<file path="src/rtl/pc_sequencer_if.sv">
// Fetch-PC sequencer bus: redirect/stall requests in, fetch PC and status out.
interface pc_sequencer_if;
    logic        stall;
    logic        jump_valid;
    logic        jump_flag;
    logic [31:0] jump_target;
    logic [31:0] pc;
    logic        flush_d;
    logic        misaligned;
    logic        pending;
    logic [15:0] redirect_cnt;

    // Decode / hazard side: drives requests, observes PC and status.
    modport master (
        output stall, jump_valid, jump_flag, jump_target,
        input  pc, flush_d, misaligned, pending, redirect_cnt
    );

    // Sequencer side.
    modport slave (
        input  stall, jump_valid, jump_flag, jump_target,
        output pc, flush_d, misaligned, pending, redirect_cnt
    );
endinterface

</file>
<file path="src/rtl/pc_sequencer.sv">
// Fetch PC sequencer: picks PC+4, a redirect target, or hold each cycle.
// Redirects arriving under stall are parked until the stall drops; a
// misaligned target freezes the sequencer until reset.
module pc_sequencer #(
    parameter logic [31:0] RESET_PC   = 32'h0000_3000,
    parameter int          DELAY_SLOT = 1
) (
    input  logic           clk,
    input  logic           reset,   // asynchronous, active low
    pc_sequencer_if.slave  bus
);

    typedef enum logic [1:0] {
        S_RUN   = 2'd0,
        S_PEND  = 2'd1,
        S_FAULT = 2'd2
    } state_t;

    localparam logic NO_DS = (DELAY_SLOT == 0);

    state_t      state_q;
    logic [31:0] pc_q;
    logic [31:0] pend_target_q;
    logic        pending_q;
    logic        misaligned_q;
    logic [15:0] cnt_q;

    logic req;
    logic tgt_misal;
    logic flush_d;

    assign req       = bus.jump_valid & bus.jump_flag;
    assign tgt_misal = |bus.jump_target[1:0];

    // Bubble into F/D on the same edge a redirect is applied (no delay slot),
    // and continuously once faulted. Never asserted while in reset.
    always_comb begin
        flush_d = 1'b0;
        if (reset) begin
            case (state_q)
                S_RUN:   flush_d = NO_DS & req & ~tgt_misal & ~bus.stall;
                S_PEND:  flush_d = NO_DS & ~bus.stall;
                S_FAULT: flush_d = 1'b1;
                default: flush_d = 1'b0;
            endcase
        end
    end

    // Sequencer FSM: PC, parked redirect, fault flag and saturating counter.
    always_ff @(posedge clk or negedge reset) begin
        if (!reset) begin
            state_q       <= S_RUN;
            pc_q          <= RESET_PC;
            pend_target_q <= 32'h0;
            pending_q     <= 1'b0;
            misaligned_q  <= 1'b0;
            cnt_q         <= 16'h0;
        end else begin
            case (state_q)
                S_RUN: begin
                    if (req && tgt_misal) begin
                        // Alignment is checked before stall: fault wins.
                        state_q      <= S_FAULT;
                        misaligned_q <= 1'b1;
                    end else if (req && !bus.stall) begin
                        pc_q <= bus.jump_target;
                        if (cnt_q != 16'hFFFF) cnt_q <= cnt_q + 16'd1;
                    end else if (req) begin
                        state_q       <= S_PEND;
                        pend_target_q <= bus.jump_target;
                        pending_q     <= 1'b1;
                    end else if (!bus.stall) begin
                        pc_q <= pc_q + 32'd4;
                    end
                end
                S_PEND: begin
                    // First redirect wins; anything arriving now is dropped.
                    if (!bus.stall) begin
                        state_q   <= S_RUN;
                        pc_q      <= pend_target_q;
                        pending_q <= 1'b0;
                        if (cnt_q != 16'hFFFF) cnt_q <= cnt_q + 16'd1;
                    end
                end
                S_FAULT: begin
                    // Frozen until reset.
                    misaligned_q <= 1'b1;
                end
                default: begin
                    state_q <= S_FAULT;
                    misaligned_q <= 1'b1;
                end
            endcase
        end
    end

    assign bus.pc           = pc_q;
    assign bus.flush_d      = flush_d;
    assign bus.misaligned   = misaligned_q;
    assign bus.pending      = pending_q;
    assign bus.redirect_cnt = cnt_q;

endmodule

</file>
<file path="src/flat_wrapper.sv">
// flat-port wrapper written by rule: the top's interface ports become plain ports
module pc_sequencer_flat 
#(
    parameter logic [31:0] RESET_PC   = 32'h0000_3000,
    parameter int          DELAY_SLOT = 1
)
  (clk, reset, bus_stall, bus_jump_valid, bus_jump_flag, bus_jump_target, bus_pc, bus_flush_d, bus_misaligned, bus_pending, bus_redirect_cnt);
  pc_sequencer_if bus_i ();
  input  logic clk;
  input  logic reset;
  input wire logic [$bits(bus_i.stall)-1:0] bus_stall;
  input wire logic [$bits(bus_i.jump_valid)-1:0] bus_jump_valid;
  input wire logic [$bits(bus_i.jump_flag)-1:0] bus_jump_flag;
  input wire logic [$bits(bus_i.jump_target)-1:0] bus_jump_target;
  output wire logic [$bits(bus_i.pc)-1:0] bus_pc;
  output wire logic [$bits(bus_i.flush_d)-1:0] bus_flush_d;
  output wire logic [$bits(bus_i.misaligned)-1:0] bus_misaligned;
  output wire logic [$bits(bus_i.pending)-1:0] bus_pending;
  output wire logic [$bits(bus_i.redirect_cnt)-1:0] bus_redirect_cnt;
  assign bus_i.stall = bus_stall;
  assign bus_i.jump_valid = bus_jump_valid;
  assign bus_i.jump_flag = bus_jump_flag;
  assign bus_i.jump_target = bus_jump_target;
  assign bus_pc = bus_i.pc;
  assign bus_flush_d = bus_i.flush_d;
  assign bus_misaligned = bus_i.misaligned;
  assign bus_pending = bus_i.pending;
  assign bus_redirect_cnt = bus_i.redirect_cnt;
  pc_sequencer #(.RESET_PC(RESET_PC), .DELAY_SLOT(DELAY_SLOT)) u_core (.clk(clk), .reset(reset), .bus(bus_i));
endmodule
</file>
<file path="config.mk">
export PLATFORM = sky130hd
export DESIGN_NAME = pc_sequencer_flat
export DESIGN_NICKNAME = d
export VERILOG_FILES = /design/src/rtl/pc_sequencer_if.sv /design/src/rtl/pc_sequencer.sv /design/src/flat_wrapper.sv
export SDC_FILE = /design/constraint.sdc
export NUM_CORES = 1
export LEC_CHECK = 0
export BUFFER_PORTS_ARGS = -buffer_cell sky130_fd_sc_hd__buf_2
export CAP_MARGIN = 30
export CORE_AREA = 2 2 99 101
export CTS_CLUSTER_SIZE = 40
export DETAILED_ROUTE_END_ITERATION = 12
export DIE_AREA = 0 0 101 103
export GPL_TIMING_DRIVEN = 0
export PLACE_DENSITY = 0.72
export SYNTH_ARGS = -nofsm -noshare
export SYNTH_HDL_FRONTEND = slang
export SYNTH_SLANG_ARGS = --single-unit
export TNS_END_PERCENT = 10
</file>
<file path="constraint.sdc">
create_clock -name clk -period 3.3 [get_ports clk]
set_clock_uncertainty 0.05 [all_clocks]
set_input_delay 0.495 -clock clk [delete_from_list [all_inputs] [get_ports clk]]
set_output_delay 0.495 -clock clk [all_outputs]
set_load 0.01 [all_outputs]
</file>
# After elaboration in Yosys (flattened, before gate mapping)
# Index checks and enable logic that the tools add are counted.
word_totals:
  reg_bits: 84
  out_inout_bits: 51
  wordCells: 63
classes:
  bitwise: 5
  n_addsub: 2
  muxes: 25
  n_eq_ne: 13
  reduce_logical: 12
ops:
  columns: ["op", "count"]
  rows:
  - ["two-way mux 32 bit", 5]
  - ["two-way mux 16 bit", 4]
  - ["one-hot mux 32 bit (2 select lines)", 1]
  - ["adder 32 x 3 -> 32 bit (second input constant)", 1]
  - ["one-hot mux 16 bit (2 select lines)", 1]
  - ["adder 16 x 1 -> 16 bit (second input constant)", 1]
  - ["!= test 16 bit (second input constant)", 1]
  - ["AND reduction 4 bit", 3]
  - ["AND reduction 5 bit", 2]
  - ["two-way mux 2 bit", 4]
  - ["two-way mux 1 bit", 7]
  - ["!= test 2 x 1 -> 1 bit (second input constant)", 3]
  - ["!= test 2 bit (second input constant)", 3]
  - ["!= test 3 x 2 -> 1 bit (second input constant)", 2]
  - ["one-hot mux 2 bit (3 select lines)", 1]
  - ["NOT 1 bit", 4]
  - ["one-hot mux 1 bit (2 select lines)", 2]
  - ["!= test 3 x 1 -> 1 bit (second input constant)", 1]
  - ["!= test 3 bit (second input constant)", 1]
  - ["equality test 2 x 1 -> 1 bit (second input constant)", 1]
  - ["equality test 2 bit (second input constant)", 1]
  - ["logical AND 1 bit", 2]
  - ["logical NOT 2 bit", 1]
  - ["AND reduction 2 bit", 1]
  - ["4 further kinds", 4]

# Depth between registers and ports, before layout
# Gate-level depths: netlist of the first run.
depth:
  ltp_word: 6
  ltp_mapped: 7
  mapped_depth_nobuf: 6

# Least setup slack after synthesis of the first run
# No wires, ideal clock.
synth_timing:
  path_kind: "flip-flop to flip-flop"
  from: "register u_core.pc_q[13], in the netlist u_core.bus.pc[13]"
  to: "register u_core.pc_q[30], in the netlist u_core.bus.pc[30]"
  setup_slack_ns: 1.457
  t_required_ns: 3.126
  path_stages_with_launch: 6
  synth_period_minus_slack_ns: 1.843
  t_arrival_ns: 1.669
  setup_ns: 0.124
  cell_sequence: "dfstp_2 and3_1 nand4_4 nor4_2 o21ai_1 a211o_1"
synth_between:
  elab_chain_len: 6
synth_lines:
  columns: ["element", "line_no", "text"]
  rows:
  - ["start, declared", "pc_sequencer.sv:22", "logic [31:0] pc_q;"]
  - ["start signal, assigned", "pc_sequencer.sv:66", "pc_q <= bus.jump_target;"]
  - ["start signal, assigned", "pc_sequencer.sv:73", "pc_q <= pc_q + 32'd4;"]
  - ["start signal, assigned", "pc_sequencer.sv:80", "pc_q <= pend_target_q;"]
  - ["adder 32 x 3 -> 32 bit", "pc_sequencer.sv:73", null]
  - ["two-way mux 32 bit", "pc_sequencer.sv:72", "end else if (!bus.stall) begin"]
  - ["two-way mux 32 bit", "pc_sequencer.sv:68", "end else if (req) begin"]
  - ["two-way mux 32 bit", "pc_sequencer.sv:65", "end else if (req && !bus.stall) begin"]
  - ["two-way mux 32 bit", "pc_sequencer.sv:61", "if (req && tgt_misal) begin"]
  - ["one-hot mux 32 bit (2 select lines)", "pc_sequencer.sv:59", "case (state_q)"]
# No other way between the ends. The select of a mux whose other input is x is not followed.
# A chain may end at the register's enable or synchronous reset.

# Final worst setup path of the first run
layout_timing:
  from: "input reset"
  to: "output bus_flush_d"
layout_between:
  elab_chain_len: 1
layout_lines:
  columns: ["element", "line_no", "text"]
  rows:
  - ["start, declared", "flat_wrapper.sv:10", "input logic reset;"]
  - ["two-way mux 1 bit", "pc_sequencer.sv:39", "if (reset) begin"]
  - ["end, declared", "flat_wrapper.sv:16", "output wire logic [$bits(bus_i.flush_d)-1:0] bus_flush_d;"]
# No other way between the ends.

==> results.txt, run 1 <==
Postcts setup bufs = 0
RSZ-0062 raised after global routing = false
Slew margin rel. = 48.01%
Die height = 103 µm
Slowest stage delay, CP = 0.52 ns
Total GRT Usage = 24.01%
Final hold viol count = 0
Reg clk slew, reported paths = 0.09 ns
CP startpoint = reset
Syn Area/Cell = 10.05 µm²
CP Max Fanout = 63
WL/cell = 18.08 µm
Syn Inst Count = 452
Global-route wire length before repair = 19130 µm
Power per Cell Area = 376.5 mW/mm²
Worst VDD drop = 206.7 µV
Clk Latency, worst-skew pair = 0.37 ns
Vias in the first global route = 3765
Tmin final = 2.567 ns
Clock Tree Buf Depth = 2
Initial DRC count = 252
Core outline area = 0.009459 mm²
Die W = 101 µm
Starting density of the core = 48.00%
RD Place Congestion = 0.8762
Max_cap viols = 0
Worst-margin pin slew = 0.7752 ns
I/O pins = 88
Area grow syn2layout = 18.60%
PostCTS Resize Cnt = 0
Reg2reg start = u_core.state_q[1]
Maximum number of pins on one net before global-route repair = 64
Worst setup SP type = primary input
DR vias = 3950
Row count = 36
Vias per cell = 5.887
Post-DP HPWL = 8642 µm
Share of cells above drive strength 1 = 30.88%
Initial antenna violation count = 0
CP Class = primary input to primary output
Area leader, netlist = dfrtp_1
Routed Antenna Nets = 0
Synth Flop Type = dfrtp_1
Antenna diodes = 0
Final wirelength = 12130 µm
Synth top area share = 45.19%
Net count, final = 591
Synth Register Bits = 84
Endpoint class of the critical path = primary output
Final setup violating endpoints = 0
Final-layout fill cell count = 849
First drt pass iteration count = 5
Worst EP arrival = 2.02 ns
H-tree levels = 3
Max frequency = 0.3896 GHz
Netlist cell types = 61
Residual DRC = 0
CTS Hold Buffers Added = 1
Root Buffer = clkbuf_8
Most frequent cells in the layout = buf_2, dfrtp_1, nand2_1
Most common cell after layout, fill and taps aside = buf_2
Die Area = 0.01040 mm²
Final Max Slew Viols = 0
Final Cycle Share = 77.79%
IO buf count = 87
Synth area leaders = dfrtp_1, mux2_2, xnor2_1, nand2_1, o21ai_0
FFs w/ async S/R, synth = 100.0%
CTS Sinks = 84
Total power = 2.028 mW
Post-synthesis net count = 491
Post-synth EDFFs = 0
Warnings from Yosys = 0
Cell family with most CP delay = buffers and inverters
Hold/Removal Path Class = primary input to flip-flop
Setup TNS = 0 ns
Worst path cell trace = dlygate4sd3_1 > buf_4 > buf_16 > and3_1 > buf_2
Grt total ovfl = 0
CP bufs+invs = 4
Status = finished, final reports clean
CP max-delay cell = dlygate4sd3_1
Seq/Total Area, Yosys = 46.35%
Num CTS Buffers = 9
Worst Min Path Start = bus_jump_target[23]
Static Leak = 2.592 nW
Post-synthesis cell area = 0.004541 mm²
Worst EP required = 2.75 ns
CTS tree = built
[routing by layer]
metal / wire length, µm / vias up / track usage (%)
met2: 5825 / 141 / 37.95
met4: 208 / 0 / 10.40
met1: 5387 / 1942 / 33.10
met5: 0 / - / 0
li1: - / 1851 / -
met3: 713 / 16 / 3.661
[power breakdown]
group / total (mW) / leakage [nW] / internal [mW] / switching (mW)
Combinational: 0.120 / 1.37 / 0.0499 / 0.0699
Clock: 0.847 / 0.110 / 0.450 / 0.397
Sequential: 1.06 / 1.12 / 1.04 / 0.0205
[layout make-up]
cell class / count / area, µm² / area share [%]
Tap cell: 114 / 142.6 / 2.649
Buffer: 23 / 115.1 / 2.138
Clock buffer: 11 / 141.4 / 2.625
Timing Repair Buffer: 89 / 475.5 / 8.829
Multi-Input combinational cell: 340 / 2302 / 42.75
Sequential cell: 84 / 2105 / 39.08
Clock inverter: 5 / 85.08 / 1.580
Inverter: 5 / 18.77 / 0.3485
[worst paths after layout]
| path | depth (start not counted) | slack [ns] | endpoint |
|---|---|---|---|
| min reg2reg | 1 | 0.43 | u_core.bus.misaligned |
| max | 5 | 0.73 | bus_flush_d |
| min in group asynchronous | 2 | 0.51 | u_core.bus.pc[16] |
| min | 2 | 0.32 | u_core.bus.pc[23] |
| max in group asynchronous | 3 | 2.04 | u_core.bus.pc[13] |
| max reg2reg | 5 | 1.06 | u_core.bus.pc[23] |
[state kept, by name, summed over array words and instances, names as in the netlist]
signal                   count
u_core.bus.misaligned        1
u_core.bus.pc               32
u_core.bus.pending           1
u_core.bus.redirect_cnt     16
u_core.pend_target_q        32
u_core.state_q               2
[logic make-up after synthesis]
family	Yosys count	share of synthesized area, %
AOI/OAI and AO/OA	95	13.45
xor gates and xnor gates	31	5.980
adders and majority gates	2	0.5510
buffers and inverters	28	2.948
DFF	84	46.35
muxes	34	8.349
and+or+nand+nor	178	22.38
[Yosys cell counts (2+ instances only)]
library cell  instances
or3_1                 2
nand4_1              12
and3_2                2
o21ai_1               2
and2_1                4
xnor2_1              23
a31oi_1               4
o21ai_0              33
nor3_1               13
nor2b_1               3
ha_1                  2
mux2_2               31
nand4b_1              2
or2_2                 3
nand2_1              44
nand3_1              23
a221oi_1             10
nor4_1                3
dfrtp_1              82
a211oi_1              2
a21o_1                2
xor2_1                8
nor2_1               24
mux2i_1               3
inv_1                 5
buf_4                 2
and4b_2               2
nor4_4                2
o22ai_1               3
a211o_1               3
and4_1                2
o211ai_1              2
a21oi_1              26
dfstp_2               2
buf_2                10
and3_1               22
nor3b_1               2
clkbuf_1              9
[metrics by stage]
stage	area, µm²	instances	utilization [%]	setup slack [ns]	hold WS (ns)
final	5385	671	56.93	0.7329	0.3154
after global routing	5385	671	56.93	0.6155	0.3259
after CTS	5385	671	56.93	0.6890	0.3124
after detailed placement	5149	654	54.43	0.9124	0.3669
after global placement	5119	653	54.11	0.3447	0.4007
after floorplan	4541	452	-	1.457	0.1494
No activity file was read; power rests on OpenSTA's default activity.
==> run 2, diff against run 1 <==
==> constraint.sdc (replaced) <==
create_clock -name clk -period 2.5 [get_ports clk]
set_clock_uncertainty 0.05 [all_clocks]
set_input_delay 0.375 -clock clk [delete_from_list [all_inputs] [get_ports clk]]
set_output_delay 0.375 -clock clk [all_outputs]
set_load 0.01 [all_outputs]
==> run 2 against run 1 <==
Compared with the run above:
- worst setup slack worse by 0.56 ns
- non-clock buffer count unchanged
- sequential share of layout area about the same
- clock power up 32%
- global-route usage unchanged
- power up 32%
- sequential power up 32%
- flip-flop and latch count unchanged
- worst hold slack worse by 0.12 ns
- first-iteration DRC count down 3.2%
- final cell count unchanged
- cell area about the same
- critical endpoint unchanged
- largest cell class unchanged
==> results.txt, run 2 (synthesized netlist as in run 1, its figures left out) <==
Status = finished, final reports clean (unchanged)
Die W = 101 µm (unchanged)
Maximum number of pins on one net before global-route repair = 64 (unchanged)
H-tree levels = 3 (unchanged)
Postcts setup bufs = 0 (unchanged)
Final wirelength = 12110 µm (was 12130 µm)
Antenna diodes = 0 (unchanged)
Root Buffer = clkbuf_8 (unchanged)
Hold/Removal Path Class = primary input to flip-flop (unchanged)
Num CTS Buffers = 9 (unchanged)
CTS tree = built (unchanged)
Placed Area = 0.005149 mm² (unchanged)
Worst-margin pin slew = 0.8115 ns (was 0.7752 ns)
Tmin final = 2.323 ns
CTS Sinks = 84 (unchanged)
CP Max Fanout = 63 (unchanged)
Total power = 2.675 mW (was 2.028 mW)
Met3 routed WL = 661 µm (was 713 µm)
RSZ-0062 raised after global routing = false (unchanged)
IO buf count = 87 (unchanged)
DR top layer = met4 (unchanged)
DR vias = 3976 (was 3950)
Worst setup SP type = primary input (unchanged)
Design area = 0.005388 mm² (was 0.005385 mm²)
Core outline area = 0.009459 mm² (unchanged)
Final setup margin = 0.1769 ns (was 0.7329 ns)
Worst EP required = 2.08 ns (was 2.75 ns)
Clock Tree Buf Depth = 2 (unchanged)
Dpl cells = 654 (unchanged)
Grt total ovfl = 0 (unchanged)
Most common cell after layout, fill and taps aside = buf_2 (unchanged)
DP Worst Slack = 0.2324 ns (was 0.9124 ns)
Hold Slack = 0.1979 ns (was 0.3154 ns)
R2R Setup Slk = 0.34 ns (was 1.06 ns)
Final hold viol count = 0 (unchanged)
Final Max Slew Viols = 0 (unchanged)
Share of cells above drive strength 1 = 31.06% (was 30.88%)
Global-route wire length before repair = 19130 µm (unchanged)
Area grow syn2layout = 18.66% (was 18.60%)
Starting density of the core = 48.00% (unchanged)
Max frequency = 0.4305 GHz
Routed met1 length = 5393 µm (was 5387 µm)
Final Cycle Share = 92.92%
Row count = 36 (unchanged)
Endpoint class of the critical path = primary output (unchanged)
Net count, final = 591 (unchanged)
Max_cap viols = 0 (unchanged)
Worst VDD drop = 274.5 µV (was 206.7 µV)
Initial antenna violation count = 0 (unchanged)
Die Area = 0.01040 mm² (unchanged)
Slew margin rel. = 45.58% (was 48.01%)
Met2 WL = 5853 µm (was 5825 µm)
Power per Cell Area = 496.6 mW/mm² (was 376.5 mW/mm²)
Residual DRC = 0 (unchanged)
WL/cell = 18.05 µm (was 18.08 µm)
CP Class = primary input to primary output (unchanged)
Setup TNS = 0 ns (unchanged)
Static Leak = 2.592 nW (about the same)
Initial DRC count = 244 (was 252)
Worst EP arrival = 1.90 ns (was 2.02 ns)
Final setup violating endpoints = 0 (unchanged)
Routed Antenna Nets = 0 (unchanged)
Total GRT Usage = 24.01% (unchanged)
Layout Cells excl Fill = 671 (unchanged)
Share of the core filled with cells = 56.96% (was 56.93%)
Clk Latency, worst-skew pair = 0.37 ns (about the same)
RD Place Congestion = 0.8762 (unchanged)
Reg clk slew, reported paths = 0.09 ns (about the same)
First drt pass iteration count = 5 (unchanged)
Die height = 103 µm (unchanged)
Vias in the first global route = 3765 (unchanged)
Vias per cell = 5.925 (was 5.887)
Post-DP HPWL = 8642 µm (unchanged)
I/O pins = 88 (unchanged)
Most frequent cells in the layout = buf_2, dfrtp_1, nand2_1 (unchanged)
run 2: cell types whose count changed in the layout (fill, tap and decap cells not counted):
| cell | delta |
|---|---|
| nor2_1 | -1 |
| nor2_2 | +1 |
run 2: worst max-delay path, stage by stage:
cell	delay, ns
dlygate4sd3_1	0.52
buf_4	0.30
buf_16	0.32
and3_1	0.20
buf_2	0.13
run 2: path summary, 6_finish.rpt:
path,startpoint,end,cells after the start
setup / recovery,reset,bus_flush_d,5
hold / removal,bus_jump_target[16],u_core.bus.pc[16],3
setup reg to reg,u_core.state_q[1],u_core.bus.pc[27],5
hold reg to reg,u_core.bus.misaligned,u_core.bus.misaligned,1
max in group asynchronous,reset,u_core.bus.pc[13],3
min in group asynchronous,reset,u_core.bus.pc[16],2
run 2: final cells by class:
class	count	area [µm²]
inverter	5	18.77
tap	114	142.6
clock buffer	11	141.4
timing repair buffer	89	475.5
clock inverter	5	85.08
buffer	23	115.1
fill	847	4071
multi-input combinational	340	2305
sequential	84	2105
run 2: routing by layer:
metal,GRT usage (%),vias to the layer above
met2,37.95,145
met4,10.40,0
met1,33.10,1957
met3,3.661,16
li1,-,1858
met5,0,-
run 2: repair_timing:
| action | CTS | global route |
|---|---|---|
| hold endpoints to repair | 22 | 0 |
| hold buffers | 1 | 0 |
| setup endpoints to repair | 0 | 1 |
| gates resized for setup | 0 | 1 |
run 2: report_power, final:
group,switching (mW),leakage (nW),internal [mW]
Combinational,0.0923,1.36,0.0658
Sequential,0.0272,1.12,1.37
Clock,0.523,0.110,0.594
==> run 3, diff against run 2 <==
--- a/config.mk
+++ b/config.mk
@@ -7,12 +7,12 @@
 export LEC_CHECK = 0
 export BUFFER_PORTS_ARGS = -buffer_cell sky130_fd_sc_hd__buf_2
 export CAP_MARGIN = 30
-export CORE_AREA = 2 2 99 101
+export CORE_AREA = 2 2 94 96
 export CTS_CLUSTER_SIZE = 40
 export DETAILED_ROUTE_END_ITERATION = 12
-export DIE_AREA = 0 0 101 103
+export DIE_AREA = 0 0 96 98
 export GPL_TIMING_DRIVEN = 0
-export PLACE_DENSITY = 0.72
+export PLACE_DENSITY = 0.79
 export SYNTH_ARGS = -nofsm -noshare
 export SYNTH_HDL_FRONTEND = slang
 export SYNTH_SLANG_ARGS = --single-unit
==> run 3 against run 2 <==
Compared with the run above:
- die area fell by 9.6%
- sequential power is essentially flat
- clock power down 9%
- sequential share of layout area is 0.24 points higher
- count of clock-buffer cells in the layout increased by 2
- largest power group unchanged
- non-clock buffer count unchanged
==> results.txt, run 3 (synthesized netlist as in run 1, its figures left out) <==
Status = finished, final reports clean (unchanged)
Worst Min Path Start = bus_jump_target[23] (was bus_jump_target[16])
CTS Sinks = 84 (unchanged)
WL/cell = 18.02 µm (was 18.05 µm)
Most frequent cells in the layout = buf_2, dfrtp_1, nand2_1 (unchanged)
Hold Path Cell Cnt = 2 (was 3)
Row count = 34 (was 36)
Clk Latency, worst-skew pair = 0.36 ns (was 0.37 ns)
Starting density of the core = 53.64% (was 48.00%)
Final wirelength = 11980 µm (was 12110 µm)
Core outline area = 0.008466 mm² (was 0.009459 mm²)
DR vias = 3998 (was 3976)
Grt total ovfl = 0 (unchanged)
WHS Endpoint = u_core.bus.pc[23] (was u_core.bus.pc[16])
RD Place Congestion = 0.8800 (was 0.8762)
Share of cells above drive strength 1 = 30.70% (was 31.06%)
Register area = 0.002105 mm² (unchanged)
DP Worst Slack = 0.1580 ns (was 0.2324 ns)
Sw power = 0.6166 mW (was 0.6423 mW)
CP Class = flip-flop to flip-flop (was primary input to primary output)
Final-layout fill cell count = 707 (was 847)
Most common cell after layout, fill and taps aside = buf_2 (unchanged)
Comb power frac = 6.1% (was 5.9%)
Num CTS Buffers = 9 (unchanged)
Final hold viol count = 0 (unchanged)
RSZ-0062 raised after global routing = false (unchanged)
Routed Antenna Nets = 0 (unchanged)
Area grow syn2layout = 17.94% (was 18.66%)
H-tree levels = 3 (unchanged)
Root Buffer = clkbuf_8 (unchanged)
Antenna diodes = 0 (unchanged)
Slew margin rel. = 55.47% (was 45.58%)
Initial DRC count = 291 (was 244)
Power per Cell Area = 480.5 mW/mm² (was 496.6 mW/mm²)
Final Cycle Share = 93.50% (was 92.92%)
Vias in the first global route = 3819 (was 3765)
Max_cap viols = 0 (unchanged)
Worst EP required = 2.68 ns (was 2.08 ns)
Reg clk slew, reported paths = 0.08 ns (was 0.09 ns)
I/O pins = 88 (unchanged)
Total GRT Usage = 26.38% (was 24.01%)
Reg2reg start = u_core.state_q[1] (unchanged)
Worst path cell trace = nor2_1 > o21ai_1 > clkbuf_1 > a221oi_1 > o21ai_0 (was dlygate4sd3_1 > buf_4 > buf_16 > and3_1 > buf_2)
Worst EP arrival = 2.52 ns (was 1.90 ns)
Hold/Removal Path Class = primary input to flip-flop (unchanged)
Residual DRC = 0 (unchanged)
Clock Tree Buf Depth = 2 (unchanged)
Final setup violating endpoints = 0 (unchanged)
Initial antenna violation count = 0 (unchanged)
IO buf count = 87 (unchanged)
CP Max Fanout = 10 (was 63)
Multi-input logic area = 0.002302 mm² (was 0.002305 mm²)
Global-route wire length before repair = 19150 µm (was 19130 µm)
CP max-delay cell = nor2_1 (was dlygate4sd3_1)
Final setup margin = 0.1624 ns (was 0.1769 ns)
Worst VDD drop = 240.0 µV (was 274.5 µV)
R2R Setup Slk = 0.16 ns (was 0.34 ns)
Slowest stage delay, CP = 0.51 ns (was 0.52 ns)
CP bufs+invs = 1 (was 4)
Total power = 2.573 mW (was 2.675 mW)
Worst setup SP type = flip-flop (was primary input)
Final Max Slew Viols = 0 (unchanged)
Sequential power share = 54.5% (was 52.3%)
Cell family with most CP delay = compound AO/OA/AOI/OAI gates (was buffers and inverters)
CTS Hold Buffers Added = 1 (unchanged)
Tmin final = 2.338 ns (was 2.323 ns)
Postcts setup bufs = 0 (unchanged)
Die height = 98 µm (was 103 µm)
Setup TNS = 0 ns (unchanged)
Maximum number of pins on one net before global-route repair = 46 (was 64)
CTS tree = built (unchanged)
Max frequency = 0.4278 GHz (was 0.4305 GHz)
Worst-margin pin slew = 0.6640 ns (was 0.8115 ns)
R2R Path End = u_core.bus.pc[18] (was u_core.bus.pc[27])
Vias per cell = 6.012 (was 5.925)
Static Leak = 2.578 nW (was 2.592 nW)
PostCTS Resize Cnt = 0 (unchanged)
FF-to-FF path depth = 5 (unchanged)
First drt pass iteration count = 5 (unchanged)
Clock share of power = 39.5% (was 41.7%)
Endpoint class of the critical path = flip-flop (was primary output)
Critical Path Stages = 5 (unchanged)
Die Area = 0.009408 mm² (was 0.01040 mm²)
Sw frac = 23.96% (was 24.01%)
Net count, final = 591 (unchanged)
Post-DP HPWL = 8524 µm (was 8642 µm)
Die W = 96 µm (was 101 µm)
Int Pwr = 1.956 mW (was 2.033 mW)
[run 3: cell count changes in the layout (fill, tap and decap cells not counted)]
cell | before | now
bufinv_16 | 2 | 1
clkbuf_1 | 10 | 11
clkbuf_8 | 10 | 11
clkinv_4 | 2 | 0
clkinvlp_4 | 1 | 2
nor2_1 | 23 | 24
nor2_2 | 1 | 0
[run 3: how the worst max path moves through the flow]
stage,start,end,slack [ns]
finish,u_core.state_q[1],u_core.bus.pc[18],0.16
detailed placement,bus_stall,u_core.bus.pc[18],0.16
CTS,u_core.state_q[1],u_core.bus.pc[16],0.24
global route,u_core.state_q[1],u_core.bus.pc[9],0.06
global placement,reset,bus_flush_d,-0.21
floorplan,u_core.bus.pc[13],u_core.bus.pc[30],0.66
[run 3: area by class of cell]
| class | instances | share of cell area (%) |
|---|---|---|
| plain buffers | 23 | 2.150 |
| clock buffers | 13 | 2.967 |
| clock inverters | 3 | 0.8411 |
| inverters | 5 | 0.3505 |
| multi-input cells | 340 | 42.99 |
| flip-flops and latches | 84 | 39.30 |
| well taps | 108 | 2.523 |
| repair buffers | 89 | 8.878 |
[run 3: power by group through the flow]
stage               combinational (mW)  sequential (mW)  clock [mW]
floorplan                       0.0489             1.43           0
global placement                 0.146             1.43           0
detailed placement               0.157             1.43           0
CTS                              0.158             1.40        1.03
global route                     0.176             1.40        1.08
finish                           0.156             1.40        1.02
[run 3: metal layers]
metal  vias to the layer above  wire, µm  track usage (%)
met5                         -         0                0
met4                         0       211            10.00
met3                        19       775            3.935
met2                       163      5834            41.51
met1                      1971      5162            36.75
li1                       1845         -                -
[run 3: per-stage QoR]
stage	utilization [%]	std cells	hold slack [ns]	instance area [µm²]
2_1_floorplan	-	452	0.02941	4541
3_3_place_gp	60.38	647	0.4007	5111
3_5_place_dp	60.73	648	0.3545	5141
4_1_cts	63.26	665	0.1908	5355
5_1_grt	63.26	665	0.2036	5355
6_report	63.26	665	0.1996	5355
